`config.mk`:
```
export PLATFORM = sky130hd
export DESIGN_NAME = ad9911_freq_loader
export DESIGN_NICKNAME = d
export VERILOG_FILES = /design/src/rtl/ad9911_pkg.sv /design/src/rtl/ad9911_spi_shifter.sv /design/src/rtl/ad9911_freq_loader.sv
export SDC_FILE = /design/constraint.sdc
export NUM_CORES = 1
export LEC_CHECK = 0
export ABC_AREA = 1
export CAP_MARGIN = 20
export CORE_MARGIN = 2
export CORE_UTILIZATION = 30
export CTS_CLUSTER_DIAMETER = 80
export DETAILED_ROUTE_END_ITERATION = 6
export GPL_TIMING_DRIVEN = 0
export SLEW_MARGIN = 20
export SYNTH_ARGS = -nofsm -noshare
export SYNTH_HDL_FRONTEND = slang
export SYNTH_SLANG_ARGS = --single-unit
```
`constraint.sdc`:
```
create_clock -name CLOCK_10M -period 2.2 [get_ports CLOCK_10M]
set_input_delay 0.44 -clock CLOCK_10M [delete_from_list [all_inputs] [get_ports CLOCK_10M]]
set_output_delay 0.44 -clock CLOCK_10M [all_outputs]
set_load 0.005 [all_outputs]
```
`src/rtl/ad9911_pkg.sv`:
```
// Shared constants and types for the AD9911 frequency loader: register addresses,
// serial frame lengths, the controller state set and the instruction-byte helper.
package ad9911_pkg;

    localparam int unsigned WORD_W = 40;

    localparam logic [4:0] ADDR_CSR  = 5'h00;
    localparam logic [4:0] ADDR_FR1  = 5'h01;
    localparam logic [4:0] ADDR_CTW0 = 5'h04;

    localparam logic [5:0] CSR_BITS = 6'd16;
    localparam logic [5:0] FR1_BITS = 6'd32;
    localparam logic [5:0] FTW_BITS = 6'd40;

    typedef enum logic [3:0] {
        S_RST,
        S_SETTLE,
        S_CSR,
        S_FR1,
        S_INIT_IOUP,
        S_IDLE,
        S_FTW,
        S_IOUP,
        S_DONE
    } state_t;

    // Serial-port instruction byte for a write: R/W = 0, two don't-care zeros, address.
    function automatic logic [7:0] instr_write(input logic [4:0] addr);
        return {1'b0, 2'b00, addr};
    endfunction

endpackage

```
`src/rtl/ad9911_spi_shifter.sv`:
```
// Single-bit SDIO serialiser for the AD9911: shifts a left-justified word MSB first,
// SCLK at half the system clock with a full clock of setup and hold around each rise.
module ad9911_spi_shifter
    import ad9911_pkg::*;
(
    input  logic              CLOCK_10M,
    input  logic              RESET_N,
    input  logic              start,
    input  logic [WORD_W-1:0] word,
    input  logic [5:0]        bits,
    output logic              DDS_CS_N,
    output logic              DDS_SCLK,
    output logic              DDS_SDIO,
    output logic              done
);

    logic              active;
    logic [6:0]        phase;
    logic [6:0]        last_phase;
    logic [WORD_W-1:0] sreg;

    // Even phases present a new bit with SCLK low, odd phases raise SCLK; the phase
    // after the last bit releases chip select.
    // NOTE: every register here is state, so all assignments are non-blocking.
    always_ff @(posedge CLOCK_10M or negedge RESET_N) begin
        if (!RESET_N) begin
            active     <= 1'b0;
            phase      <= '0;
            last_phase <= '0;
            sreg       <= '0;
            DDS_CS_N   <= 1'b1;
            DDS_SCLK   <= 1'b0;
            DDS_SDIO   <= 1'b0;
            done       <= 1'b0;
        end else begin
            done <= 1'b0;
            if (start && !active) begin
                active     <= 1'b1;
                phase      <= '0;
                last_phase <= {bits, 1'b0};
                sreg       <= word;
                DDS_CS_N   <= 1'b0;
                DDS_SCLK   <= 1'b0;
            end else if (active) begin
                phase <= phase + 7'd1;
                if (phase == last_phase) begin
                    active   <= 1'b0;
                    DDS_CS_N <= 1'b1;
                    DDS_SCLK <= 1'b0;
                    DDS_SDIO <= 1'b0;
                    done     <= 1'b1;
                end else if (!phase[0]) begin
                    DDS_SDIO <= sreg[WORD_W-1];
                    sreg     <= {sreg[WORD_W-2:0], 1'b0};
                    DDS_SCLK <= 1'b0;
                end else begin
                    DDS_SCLK <= 1'b1;
                end
            end
        end
    end

endmodule

```
`src/rtl/ad9911_freq_loader.sv`:
```
// AD9911 init and frequency-update responder for the transceiver sequencer.
// Optional build macro AD9911_HW_RESET_EN enables the MASTER_RESET pulse after reset.
module ad9911_freq_loader
    import ad9911_pkg::*;
#(
    parameter int unsigned PLL_MULT      = 20,
    parameter logic [3:0]  CH_MASK       = 4'b0011,
    parameter int unsigned RST_CYCLES    = 20,
    parameter int unsigned SETTLE_CYCLES = 100,
    parameter int unsigned IOUP_CYCLES   = 2
) (
    input  logic        CLOCK_10M,
    input  logic        RESET_N,
    input  logic [31:0] FREQW,
    input  logic        UPDATE,
    output logic        UPDATED,
    output logic        INITIED,
    output logic        DDS_MASTER_RESET,
    output logic        DDS_CS_N,
    output logic        DDS_SCLK,
    output logic        DDS_SDIO,
    output logic        DDS_IO_UPDATE
);

    localparam logic [15:0] RST_LAST    = 16'(RST_CYCLES);
    localparam logic [15:0] SETTLE_LAST = 16'(SETTLE_CYCLES);
    localparam logic [15:0] IOUP_LAST   = 16'(IOUP_CYCLES - 1);
    localparam logic [4:0]  PLL_FIELD   = 5'(PLL_MULT);

    localparam logic [WORD_W-1:0] CSR_WORD =
        {instr_write(ADDR_CSR), CH_MASK, 4'b0000, 24'h000000};
    localparam logic [WORD_W-1:0] FR1_WORD =
        {instr_write(ADDR_FR1), 1'b1, PLL_FIELD, 2'b00, 16'h0000, 8'h00};

`ifdef AD9911_HW_RESET_EN
    localparam state_t RESET_STATE = S_RST;
`else
    localparam state_t RESET_STATE = S_SETTLE;
`endif

    state_t            state;
    state_t            state_next;
    logic [15:0]       cnt;
    logic              cnt_clr;
    logic              pending;
    logic              accept;
    logic              spi_start;
    logic [WORD_W-1:0] spi_word;
    logic [5:0]        spi_bits;
    logic              spi_done;

    // NOTE: every output of this block gets a default first, so no path infers a latch.
    always_comb begin
        state_next = state;
        cnt_clr    = 1'b0;
        accept     = 1'b0;
        spi_start  = 1'b0;
        spi_word   = '0;
        spi_bits   = '0;
        case (state)
            S_RST: begin
                if (cnt == RST_LAST) begin
                    state_next = S_SETTLE;
                    cnt_clr    = 1'b1;
                end
            end
            S_SETTLE: begin
                if (cnt == SETTLE_LAST) begin
                    spi_start  = 1'b1;
                    spi_word   = CSR_WORD;
                    spi_bits   = CSR_BITS;
                    state_next = S_CSR;
                end
            end
            S_CSR: begin
                if (spi_done) begin
                    spi_start  = 1'b1;
                    spi_word   = FR1_WORD;
                    spi_bits   = FR1_BITS;
                    state_next = S_FR1;
                end
            end
            S_FR1: begin
                if (spi_done) begin
                    state_next = S_INIT_IOUP;
                    cnt_clr    = 1'b1;
                end
            end
            S_INIT_IOUP: begin
                if (cnt == IOUP_LAST) begin
                    state_next = S_IDLE;
                    cnt_clr    = 1'b1;
                end
            end
            S_IDLE: begin
                // The shifter's load of FREQW is the capture of the tuning word.
                if (UPDATE || pending) begin
                    accept     = 1'b1;
                    spi_start  = 1'b1;
                    spi_word   = {instr_write(ADDR_CTW0), FREQW};
                    spi_bits   = FTW_BITS;
                    state_next = S_FTW;
                end
            end
            S_FTW: begin
                if (spi_done) begin
                    state_next = S_IOUP;
                    cnt_clr    = 1'b1;
                end
            end
            S_IOUP: begin
                if (cnt == IOUP_LAST) begin
                    state_next = S_DONE;
                    cnt_clr    = 1'b1;
                end
            end
            S_DONE: begin
                state_next = S_IDLE;
                cnt_clr    = 1'b1;
            end
            default: begin
                state_next = RESET_STATE;
                cnt_clr    = 1'b1;
            end
        endcase
    end

    // Strobes are registered from the next state so they align with state entry.
    always_ff @(posedge CLOCK_10M or negedge RESET_N) begin
        if (!RESET_N) begin
            state         <= RESET_STATE;
            cnt           <= '0;
            pending       <= 1'b0;
            UPDATED       <= 1'b0;
            INITIED       <= 1'b0;
            DDS_IO_UPDATE <= 1'b0;
        end else begin
            state         <= state_next;
            cnt           <= cnt_clr ? '0 : cnt + 16'd1;
            UPDATED       <= (state_next == S_DONE);
            DDS_IO_UPDATE <= (state_next == S_IOUP) || (state_next == S_INIT_IOUP);
            if (accept) begin
                pending <= 1'b0;
            end else if (UPDATE && (state != S_IDLE)) begin
                pending <= 1'b1;
            end
            if ((state == S_INIT_IOUP) && (state_next == S_IDLE)) begin
                INITIED <= 1'b1;
            end
        end
    end

`ifdef AD9911_HW_RESET_EN
    always_ff @(posedge CLOCK_10M or negedge RESET_N) begin
        if (!RESET_N) begin
            DDS_MASTER_RESET <= 1'b0;
        end else begin
            DDS_MASTER_RESET <= (state_next == S_RST);
        end
    end
`else
    assign DDS_MASTER_RESET = 1'b0;
`endif

    ad9911_spi_shifter u_spi (
        .CLOCK_10M (CLOCK_10M),
        .RESET_N   (RESET_N),
        .start     (spi_start),
        .word      (spi_word),
        .bits      (spi_bits),
        .DDS_CS_N  (DDS_CS_N),
        .DDS_SCLK  (DDS_SCLK),
        .DDS_SDIO  (DDS_SDIO),
        .done      (spi_done)
    );

endmodule

```
---- Word-level counts from Yosys, hierarchy flattened ----
Cells that the tools add are included.
cells by class
  $add $sub $neg .......................... 2
  multiply operators ...................... 0
  divide/modulo/power cells ............... 0
  order comparisons ....................... 0
  equal/unequal tests ..................... 20
  shifts and indexed selects .............. 0
  multiplexer cells ....................... 49
  bitwise operators ....................... 1
  reduce and logical (&&, ||, !) cells .... 16
operator list
  kind                     number
  $mux W40                 4
  $pmux W35 S3             1
  $pmux W4 S9              1
  $mux W35                 1
  $mux W33                 1
  $mux W4                  8
  $mux W30                 1
  $eq A4 B3 Y1 const B     7
  $mux W1                  23
  $pmux W6 S3              1
  $add A16 B1 Y16 const B  1
  $eq A16 B1 Y1 const B    1
  $eq A16 B5 Y1 const B    1
  $eq A16 B7 Y1 const B    1
  $mux W16                 1
  $mux W7                  2
  $mux W6                  2
  $eq A4 B2 Y1 const B     2
  $eq A4 B4 Y1 const B     2
  $add A7 B1 Y7 const B    1
  $eq A7 B7 Y1             1
  $reduce_and A3 Y1        2
  $reduce_bool A2 Y1       3
  $mux W5                  1
  other kinds (14)         19
word-level totals
  register bits ........................... 82
  latch bits .............................. 0
  memory bits (writable) .................. 0
  ROM bits ................................ 0
  input bits .............................. 35
  output and inout port bits .............. 7
  logic and storage cells ................. 102
  memories kept ........................... 0

---- Depth between registers and ports, before layout ----
  depth in word-level cells ............... 6
  gate-level depth with buffers ........... 13
  gate-level depth less buffers ........... 12

---- Cells and area by module ----
A second synthesis with hierarchy kept.
unflattened totals
  cell total of the unflattened synthesis .. 687
  area, all modules ....................... 4712.0 um^2
by module, submodules not included
  module              times used  cells each  area an instance (um^2)  seq. area each (um^2)
  ad9911_spi_shifter  1           404         2882.8                   1452.6
  ad9911_freq_loader  1           283         1829.3                   601.8

---- Worst setup path before layout ----
No wires, ideal clock.
  kind .................................... register to register
  start ................................... reg cnt[0]
  end ..................................... reg u_spi.sreg[14]
  library setup time ...................... 0.118 ns
  arrival ................................. 1.494 ns
  data required time ...................... 2.082 ns
  path slack .............................. 0.588 ns
  stages on the path, launching flop included .. 12
  path buffers ............................ 2
  path through ............................ dfrtp_1 inv_1 ha_1 nand3_1 nor2_4 nand3_4 nand3_2 nand2_4 buf_8 buf_12 nand2_2 nand2_1
on the way
  word-level cells in the longest chain between the ends .. 6
RTL lines
  element                                                RTL line                   text
  start, declared                                        ad9911_freq_loader.sv:43   logic [15:0] cnt;
  start signal, assigned                                 ad9911_freq_loader.sv:139  cnt <= cnt_clr ? '0 : cnt + 16'd1;
  $eq A16 B7 Y1 (*)                                      ad9911_freq_loader.sv:68   if (cnt == SETTLE_LAST) begin
  $mux W1 (*)                                            ad9911_freq_loader.sv:68
  $pmux W1 S3 (*)                                        ad9911_freq_loader.sv:60   case (state)
  $logic_and A1 B1 Y1 (*)                                ad9911_spi_shifter.sv:37   if (start && !active) begin
  $ne A2 B2 Y1 (no source line) (tied with other cells)  -
  $reduce_and A3 Y1 (no source line)                     -
  end signal, assigned                                   ad9911_spi_shifter.sv:41   sreg <= word;
  end signal, assigned                                   ad9911_spi_shifter.sv:54   sreg <= {sreg[WORD_W-2:0], 1'b0};
  end, declared                                          ad9911_spi_shifter.sv:20   logic [WORD_W-1:0] sreg;
Mark *: on every way between the ends. The rest lies on a longest branch, timed or not.
A chain may end at the register's enable or synchronous reset.

---- Worst setup path in the final report ----
  start ................................... reg u_spi.phase[0]
  end ..................................... reg u_spi.sreg[27]
on the way
  word-level cells in the longest chain between the ends .. 3
RTL lines
  element                                 RTL line                  text
  start, declared                         ad9911_spi_shifter.sv:18  logic [6:0] phase;
  start signal, assigned                  ad9911_spi_shifter.sv:45  phase <= phase + 7'd1;
  $eq A7 B7 Y1                            ad9911_spi_shifter.sv:46  if (phase == last_phase) begin
  $ne A2 B1 Y1 (no source line)           -
  $reduce_and A3 Y1 (no source line) (*)  -
Marked as above.

==> summary.txt <==
Run status
  • Outcome: finished, final reports clean

Cells and area
  • Final core utilization: 0.373
  • Multi-input logic area: 2020 µm²
  • Most common cell after layout, fill and taps aside: nand2_1
  • Syn-to-layout area delta: 22.0%
  • Fill count: 1549
  • Antenna diodes: 0
  • Layout cells sized above 1: 0.132
  • Nets: 696
  • Storage element area: 1980 µm²
  • Highest-count cells in the layout ignoring fill and taps: nand2_1, nand3_1, dfrtp_1

Yosys
  • EDFF count, synth: 0
  • Mean Syn Cell Area: 7.36 µm²
  • Synthesized area: 4450 µm²
  • Ys Warns: 0
  • Post-synth net total: 644
  • Register area share after synthesis: 0.445
  • Post-synth ARST share: 1.00
  • Yosys reg bits: 79
  • Synth Instances: 604
  • Unique cell type count in the Yosys netlist: 39
  • Most used flip-flop cell after synthesis: dfrtp_1

CTS
  • Post-CTS sizing: 0
  • TritonCTS clock tree: done
  • CTS buffer count: 9
  • Clock Path Buffers: 2
  • Hold_buf cts: 0
  • Reg clk slew, reported paths: 0.06 ns
  • CTS root buffer: clkbuf_16
  • Postcts setup bufs: 0
  • H-tree depth: 3
  • CTS sink count: 79
  • Clock latency on the worst-skew pair: 0.34 ns

Drt
  • Post-Route WL: 9890 µm
  • Total number of vias: 3783
  • Routed Antenna Nets: 0
  • Avg WL per Cell: 11.7 µm
  • Via/cell ratio: 4.48
  • Drt pass-1 iters: 5
  • Drc violations: 0
  • DR iter-0 viols: 211

Timing
  • Worst-margin pin slew: 0.542 ns
  • Worst hold slack: 0.0881 ns
  • RSZ-0062 raised after global routing: false
  • Final Hold Viols: 0
  • Min Tclk post-route: 1.86 ns
  • Period utilization: 0.845
  • Clk_skew: 0.0124 ns
  • Fmax: 538 MHz
  • Final setup viols: 0
  • Relative slew margins: 0.639
  • Pins Over Slew Limit: 0
  • Post-Route Setup TNS: 0 ns

Critical path
  • Crit-path slowest cell: dfrtp_1
  • R2R Path Start: u_spi.phase[0]
  • CP Cell Sequence: inv_1 -> ha_1 -> nand2_1 -> nor2_1 -> nand2_1 -> nand2_1 -> nand2_2 -> nand2_4 -> inv_4 -> buf_4 -> nand3_1 -> nand2_1
  • Most Frequent Cell on Critical Path: nand2_1
  • CP startpoint kind: register
  • Buf/Inv on CP: 3
  • Req. time, crit path: 2.42 ns
  • Critical path launch point: u_spi.phase[0]
  • CP max FO: 10
  • CP top delay family: simple AND/OR/NAND/NOR gates
  • CP Class: reg -> reg
  • Critical Path AT: 2.08 ns
  • Max incr delay on CP: 0.41 ns
  • Worst setup EP type: register

Floorplanning
  • Die X: 126 µm
  • Core area: 14500 µm²
  • Overall die height: 126 µm
  • Starting Density: 0.306
  • Die area: 15800 µm²
  • Total I/O pin count: 42
  • Row count: 44

Global route
  • Aggregate global routing overflow: 0
  • Largest net degree at the start of global routing: 41
  • Total global-route track usage: 0.133
  • Antenna violations before repair: 0
  • Global-route wire length before repair: 17300 µm
  • Vias in the first global route: 3638

Pwr
  • Power per cell area: 587 nW/µm²
  • Leak Pwr: 2.73 nW
  • IR drop worst, VDD: 332 µV

Placement
  • GPL Wtd Cong: 0.823
  • Detail Placement HPWL: 7200 µm
  • Port Buf Inserts: 40

Flow run
  • Max Cap Violations: 0

Hold path
  • Worst hold path class: in -> async
layout make-up:
class                   count  area share
multi-input cells         428       0.373
clock buffers              10      0.0440
inverters                  73      0.0510
clock inverters             6      0.0168
flip-flops and latches     79       0.365
well taps                 184      0.0424
plain buffers              24      0.0311
repair buffers             41      0.0770
metal layers:
metal / up-vias / global-route usage / part of all wire
met3: 4 / 0.0348 / 0.036
met2: 51 / 0.222 / 0.47
li1: 1987 / - / -
met1: 1741 / 0.176 / 0.49
met5: - / 0 / 0
met4: 0 / 0.0291 / 0.0060
cell usage after synthesis, types with 3 or more instances:
library cell / count / area share
a21oi_1: 4 / 0.0045
buf_2: 10 / 0.011
buf_4: 6 / 0.010
clkbuf_1: 5 / 0.0042
dfrtp_1: 77 / 0.43
ha_1: 5 / 0.014
inv_1: 64 / 0.054
inv_2: 8 / 0.0068
nand2_1: 191 / 0.16
nand2_2: 26 / 0.037
nand3_1: 85 / 0.096
nand4_1: 4 / 0.0056
nor2_1: 59 / 0.050
nor2_2: 4 / 0.0056
nor3_1: 4 / 0.0045
o21ai_0: 15 / 0.017
o21bai_1: 3 / 0.0051
xor2_1: 7 / 0.014
logic make-up (layout without fill, tap and decap cells):
family / after synthesis / count (layout) / synth area share
other: 1 / 1 / 0.000843
adders and majority gates: 5 / 5 / 0.0141
DFF: 79 / 79 / 0.445
AOI/OAI and AO/OA: 31 / 31 / 0.0428
buffers and inverters: 97 / 154 / 0.100
xor gates and xnor gates: 8 / 8 / 0.0158
and+or+nand+nor: 383 / 383 / 0.381
per-stage QoR:
stage	instance area, µm²	total power [mW]	std cells	setup slack (ns)
2_1_floorplan	4450	1.48	604	0.588
3_3_place_gp	5080	1.57	828	-2.32
3_5_place_dp	5090	1.58	829	0.0353
4_1_cts	5430	3.24	845	0.324
5_1_grt	5430	3.32	845	0.106
6_report	5430	3.18	845	0.341
worst paths after layout:
| path | to | slack (ns) | cells after the start |
|---|---|---|---|
| max | u_spi.sreg[27] | 0.34 | 12 |
| min | cnt[2] | 0.09 | 1 |
| max reg2reg | u_spi.sreg[27] | 0.34 | 12 |
| min reg2reg | u_spi.sreg[8] | 0.48 | 2 |
| max in group asynchronous | u_spi.sreg[7] | 1.52 | 2 |
| min in group CLOCK_10M | u_spi.sreg[8] | 0.48 | 2 |
sequential cells by signal, indices dropped and copies added (netlist names), 3 cells and up:
register and flops:
u_spi.phase 7, state 4, cnt 16, u_spi.last_phase 3
u_spi.sreg 40
worst reg2reg max path, stage by stage (launching register included):
cell	delay (ns)
dfrtp_1	0.41
inv_1	0.12
ha_1	0.16
nand2_1	0.05
nor2_1	0.09
nand2_1	0.11
nand2_1	0.23
nand2_2	0.10
nand2_4	0.11
inv_4	0.06
buf_4	0.18
nand3_1	0.07
nand2_1	0.06
power breakdown:
part                   switching, mW  leakage (nW)  total, mW  internal [mW]
combinational                 0.0375          1.54     0.0942         0.0566
sequential     0.0000000000000000121          1.03       1.45           1.45
clock                          0.607         0.163       1.64           1.03
(Power assumes the default switching activity.)
==> RTL edit 1 (config.mk and constraints unchanged) <==
Encoding of `state_t`: now one-hot (9 bits for 9 states).
--- a/src/rtl/ad9911_pkg.sv
+++ b/src/rtl/ad9911_pkg.sv
@@ -13,14 +13,14 @@
     localparam logic [5:0] FTW_BITS = 6'd40;
 
-    typedef enum logic [3:0] {
-        S_RST,
-        S_SETTLE,
-        S_CSR,
-        S_FR1,
-        S_INIT_IOUP,
-        S_IDLE,
-        S_FTW,
-        S_IOUP,
-        S_DONE
+    typedef enum logic [8:0] {
+        S_RST       = 9'b000000001,
+        S_SETTLE    = 9'b000000010,
+        S_CSR       = 9'b000000100,
+        S_FR1       = 9'b000001000,
+        S_INIT_IOUP = 9'b000010000,
+        S_IDLE      = 9'b000100000,
+        S_FTW       = 9'b001000000,
+        S_IOUP      = 9'b010000000,
+        S_DONE      = 9'b100000000
     } state_t;
 
Function: no difference found for any inputs over 10 cycles, from zero or initial values and one cycle with RESET_N low; not proved beyond that.
==> RTL edit 1 against the unedited design <==
- wire length is 0.74% higher
- synthesized area grew 0.39%
- sequential cell count rose by 5
- maximum frequency fell by 3.4%
- worst setup slack got worse by 65 ps
- utilization is essentially flat
- total power grew 2.3%
- die area grew 0.38%
- design area is essentially flat
- highest routed layer unchanged
==> RTL edit 1: results (changes against the unedited design) <==
The tools report the flip-flop and latch count as 84 (was 79). The share of power burned in registers was 0.474 (was 0.456); the mean area per synthesized cell was 7.43 sq um (was 7.36 sq um). The flow ran to the end, and the final reports show no timing, DRC or antenna violations. The logs give 6.30 ps (was 12.4 ps) for the largest clock skew in the final design and 840 (was 845) for the final non-filler cell total.

For the sequential share of the synthesized area, the log shows 0.471 (was 0.445). The power dissipated by switching net loads is 0.640 mW (was 0.645 mW), and the layout inverter count without the clock tree is 62 (was 73). The run gives 2.85 nW (was 2.73 nW) as the static leakage. Proportion of layout cells with a drive suffix above 1: 0.0854 (was 0.132). The number of cells on the worst reg-to-reg path was 10 (was 12); the largest net degree at the start of global routing was 53 (was 41). The final estimated routing congestion in global placement was 0.828 (was 0.823).

The XOR/XNOR share of the synthesized area is 0.0177 (was 0.0158), and the number of nets in the layout is 693 (was 696). The worst-margin pin slew came out at 552 ps (was 542 ps). The via count of the first global-routing pass came out at 3682 (was 3638).

For the total length of routed wires, the log shows 9970 um (was 9890 um). Portion of total power attributed to the clock network: 0.494 (was 0.514). The tools report the detailed router's first-iteration violation count as 273 (was 211).

The count of clock buffers in the final design is 12 (was 10), and the proportion of final cell area spent on non-clock buffers is 0.106 (was 0.108). For the storage element area, the log shows 2100 sq um (was 1980 sq um). The fraction of area in multi-input gates is 0.364 (was 0.373), and the largest vdd supply drop is 0.000375 V (was 0.000332 V).

The endpoint of the worst-slack reg-to-reg timing path is u_spi.sreg[37] (was u_spi.sreg[27]). The tools report the startpoint of the worst-slack reg-to-reg timing path as cnt[0] (was u_spi.phase[0]). The final-layout fill cell count came out at 1545 (was 1549). Cells taking the most area after synthesis: dfrtp_1 46%, nand2_1 19%, nand3_1 7.6% (was dfrtp_1 43%, nand2_1 16%, nand3_1 9.6%).
## RTL edit 1: cell count changes in the layout (fill, tap and decap cells not counted), sizes merged, moves of 3 or more
cell	change
dfrtp	+5
nand3	-16
inv	-12
clkbuf	-3
a21oi	+5
nor3	+8
clkinv	-3
buf	+3
o22ai	+3
nand2	+8
## RTL edit 1: worst max path at each step
stage	startpoint	endpoint	slack, ps	cells after the start
after detailed placement	UPDATE	u_spi.phase[6]	40	9
after CTS	cnt[0]	u_spi.sreg[37]	260	10
after global placement	RESET_N	u_spi.sreg[10]	-2540	1
after floorplan	cnt[0]	u_spi.sreg[25]	520	13
after global routing	cnt[13]	cnt[6]	80	11
final	cnt[0]	u_spi.sreg[37]	280	10
## RTL edit 1: metal layers
layer	vias up	global-route usage	share of wire	wire length (um)
met5	-	0	0	0
met4	0	0.0433	0.014	141
met3	11	0.0276	0.027	268
met2	37	0.212	0.46	4560
met1	1710	0.181	0.50	4990
li1	1989	-	-	-
==> RTL edit 2 (same flow settings) <==
Without the edit above. Set the parameter `SETTLE_CYCLES` to 50 (it was 100).
--- a/src/rtl/ad9911_freq_loader.sv
+++ b/src/rtl/ad9911_freq_loader.sv
@@ -7,5 +7,5 @@
     parameter logic [3:0]  CH_MASK       = 4'b0011,
     parameter int unsigned RST_CYCLES    = 20,
-    parameter int unsigned SETTLE_CYCLES = 100,
+    parameter int unsigned SETTLE_CYCLES = 50,
     parameter int unsigned IOUP_CYCLES   = 2
 ) (
Function: no difference found for any inputs over 10 cycles, from zero or initial values and one cycle with RESET_N low; that may be too few to reach the edited logic, so the function may still have changed.
==> RTL edit 2 against the unedited design <==
- worst setup slack got worse by 79 ps
- wire length down 3.2%
- via count down 2.0%
- design area down 2.1%
- synthesized area decreased by 1.4%
- sequential cell count stayed put
- global-route usage decreased by 0.15 points
- largest cell class unchanged
Power is not compared: it rests on default switching activity, and its combinational part moved more than twofold at a synthesized area within 25%.
==> RTL edit 2: results (changes against the unedited design) <==
Total placed cells including tap cells: 828 (was 829). The number of distinct library cells after synthesis was 35 (was 39). The launching instance or port of the critical path is cnt[0] (was u_spi.phase[0]). Top cells by count, synth: 271 x nand2_1, 77 x dfrtp_1, 58 x nor2_1, 35 x inv_1, 30 x nand3b_1 (was 191 x nand2_1, 85 x nand3_1, 77 x dfrtp_1, 64 x inv_1, 59 x nor2_1). Clock root buffer: clkbuf_16 (unchanged). The flow ran to the end, and the final reports show no timing, DRC or antenna violations. The tools report the number of detailed-routing iterations run before antenna repair as 4 (was 5).

The number of vias in the routed layout is 3707 (was 3783). The run gives 3462 (was 3638) as the via count of the first global-routing pass. The post-cts resize count was 0 (unchanged). The run gives 5040 sq um (was 5090 sq um) as the instance area after placement. Cells taking the most area after synthesis: dfrtp_1 44%, nand2_1 23%, nand3b_1 5.1% (was dfrtp_1 43%, nand2_1 16%, nand3_1 9.6%). The detailed-route wire length per cell was 11.4 um (was 11.7 um); the reg-to-reg setup timing slack was 260 ps (was 340 ps).

Final HPWL from detailed placement: 6880 um (was 7200 um). The sequential share of the synthesized area is 0.451 (was 0.445). The number of H-tree levels was 3 (unchanged).

The detailed router's first-iteration violation count was 288 (was 211); the post-synthesis async set-or-reset flop share was 1.00 (unchanged). Routed via count divided by cell count: 4.39 (was 4.48). The number of cells on the worst reg-to-reg path works out to 13 (was 12). The final estimated routing congestion in global placement was 0.843 (was 0.823). The first-pass GRT wire length came out at 16800 um (was 17300 um). The proportion of layout cells with a drive suffix above 1 works out to 0.0879 (was 0.132). Largest net degree at the start of global routing: 49 (was 41).

For the initial antenna violation count, the log shows 0 (unchanged). The combined global-route utilization of all metal layers was 0.132 (was 0.133); the clock-pin slew on the worst setup and hold paths was 60 ps (about the same). The critical path data arrival time is 2170 ps (was 2080 ps). The TritonCTS buffer count came out at 9 (unchanged). The tools report the worst-case setup slack after placement as -6.90 ps (was 35.3 ps).

The synthesized netlist cell count is 603 (was 604). The maximum fanout along the worst path came out at 10 (unchanged). The endpoint of the worst-slack reg-to-reg timing path was u_spi.sreg[17] (was u_spi.sreg[27]). Largest registers ranked by flip-flop count: u_spi.sreg (40), cnt (16), u_spi.phase (7) (unchanged). The final-layout fill cell count is 1548 (was 1549). The run gives 8.52 ps (was 12.4 ps) as the largest clock skew in the final design. The commonest register cell after synthesis is dfrtp_1 (unchanged).
-- RTL edit 2: cell count changes after synthesis, moves of 5 or more --
cell,delta
nand2_1,+80
buf_6,+5
inv_1,-29
nand2_2,-24
nand3b_1,+29
o21ai_1,+6
nand3_1,-57
-- RTL edit 2: final cells by class --
class | instances | area [sq um] | share of cell area
plain buffers | 26 | 169 | 0.0318
clock buffers | 10 | 229 | 0.0431
clock inverters | 6 | 37.5 | 0.00707
inverters | 43 | 161 | 0.0304
multi-input cells | 455 | 2080 | 0.391
flip-flops and latches | 79 | 1980 | 0.373
well taps | 184 | 230 | 0.0434
repair buffers | 41 | 425 | 0.0801
-- RTL edit 2: worst max-delay path, cell delays in order (launching register included) --
cell	delay, ps
dfrtp_1	430
inv_1	100
ha_1	150
nand3_1	90
nor2_2	220
nand3_4	150
nand2_2	140
nand2_2	60
buf_6	150
buf_6	140
nand2_1	50
nand2_1	40
nand2_1	60
nand2_1	50
-- RTL edit 2: per-stage QoR --
step                hold WS [ps]   util  power (mW)
finish                      41.4  0.368        5.39
global route                71.9  0.368        5.88
CTS                         61.3  0.368        5.47
detailed placement           426  0.350        4.09
global placement             458  0.348        4.07
floorplan                    144      -        3.49
-- RTL edit 2: routing by layer --
layer / vias to the layer above / wire, um / track usage
met5: - / 0 / 0
met4: 0 / 88 / 0.0353
met3: 7 / 327 / 0.0369
met2: 43 / 4420 / 0.198
met1: 1685 / 4750 / 0.188
li1: 1972 / - / -
-- RTL edit 2: worst max path at each step --
| stage | end | slack [ps] |
|---|---|---|
| 2_1_floorplan | u_spi.sreg[30] | 500 |
| 3_3_place_gp | state[2] | -2320 |
| 3_5_place_dp | u_spi.sreg[24] | -7 |
| 4_1_cts | u_spi.sreg[22] | 240 |
| 5_1_grt | u_spi.sreg[24] | 60 |
| 6_report | u_spi.sreg[17] | 260 |
-- RTL edit 2: where the power goes --
part	total (mW)	internal (mW)	switching, mW	leakage (nW)
Sequential	2.03	1.79	0.236	1.03
Clock	1.36	0.758	0.597	0.124
Combinational	2.01	0.750	1.26	1.51
Total	5.39	3.30	2.09	2.67
-- RTL edit 2: logic make-up after synthesis --
kind of cell | Yosys count | synth area share
fa+ha+maj | 6 | 0.0171
xor+xnor | 10 | 0.0200
flops | 79 | 0.451
compound gates | 28 | 0.0337
other cells | 1 | 0.000855
simple gates | 409 | 0.400
buf+inv | 69 | 0.0753
mux | 1 | 0.00228
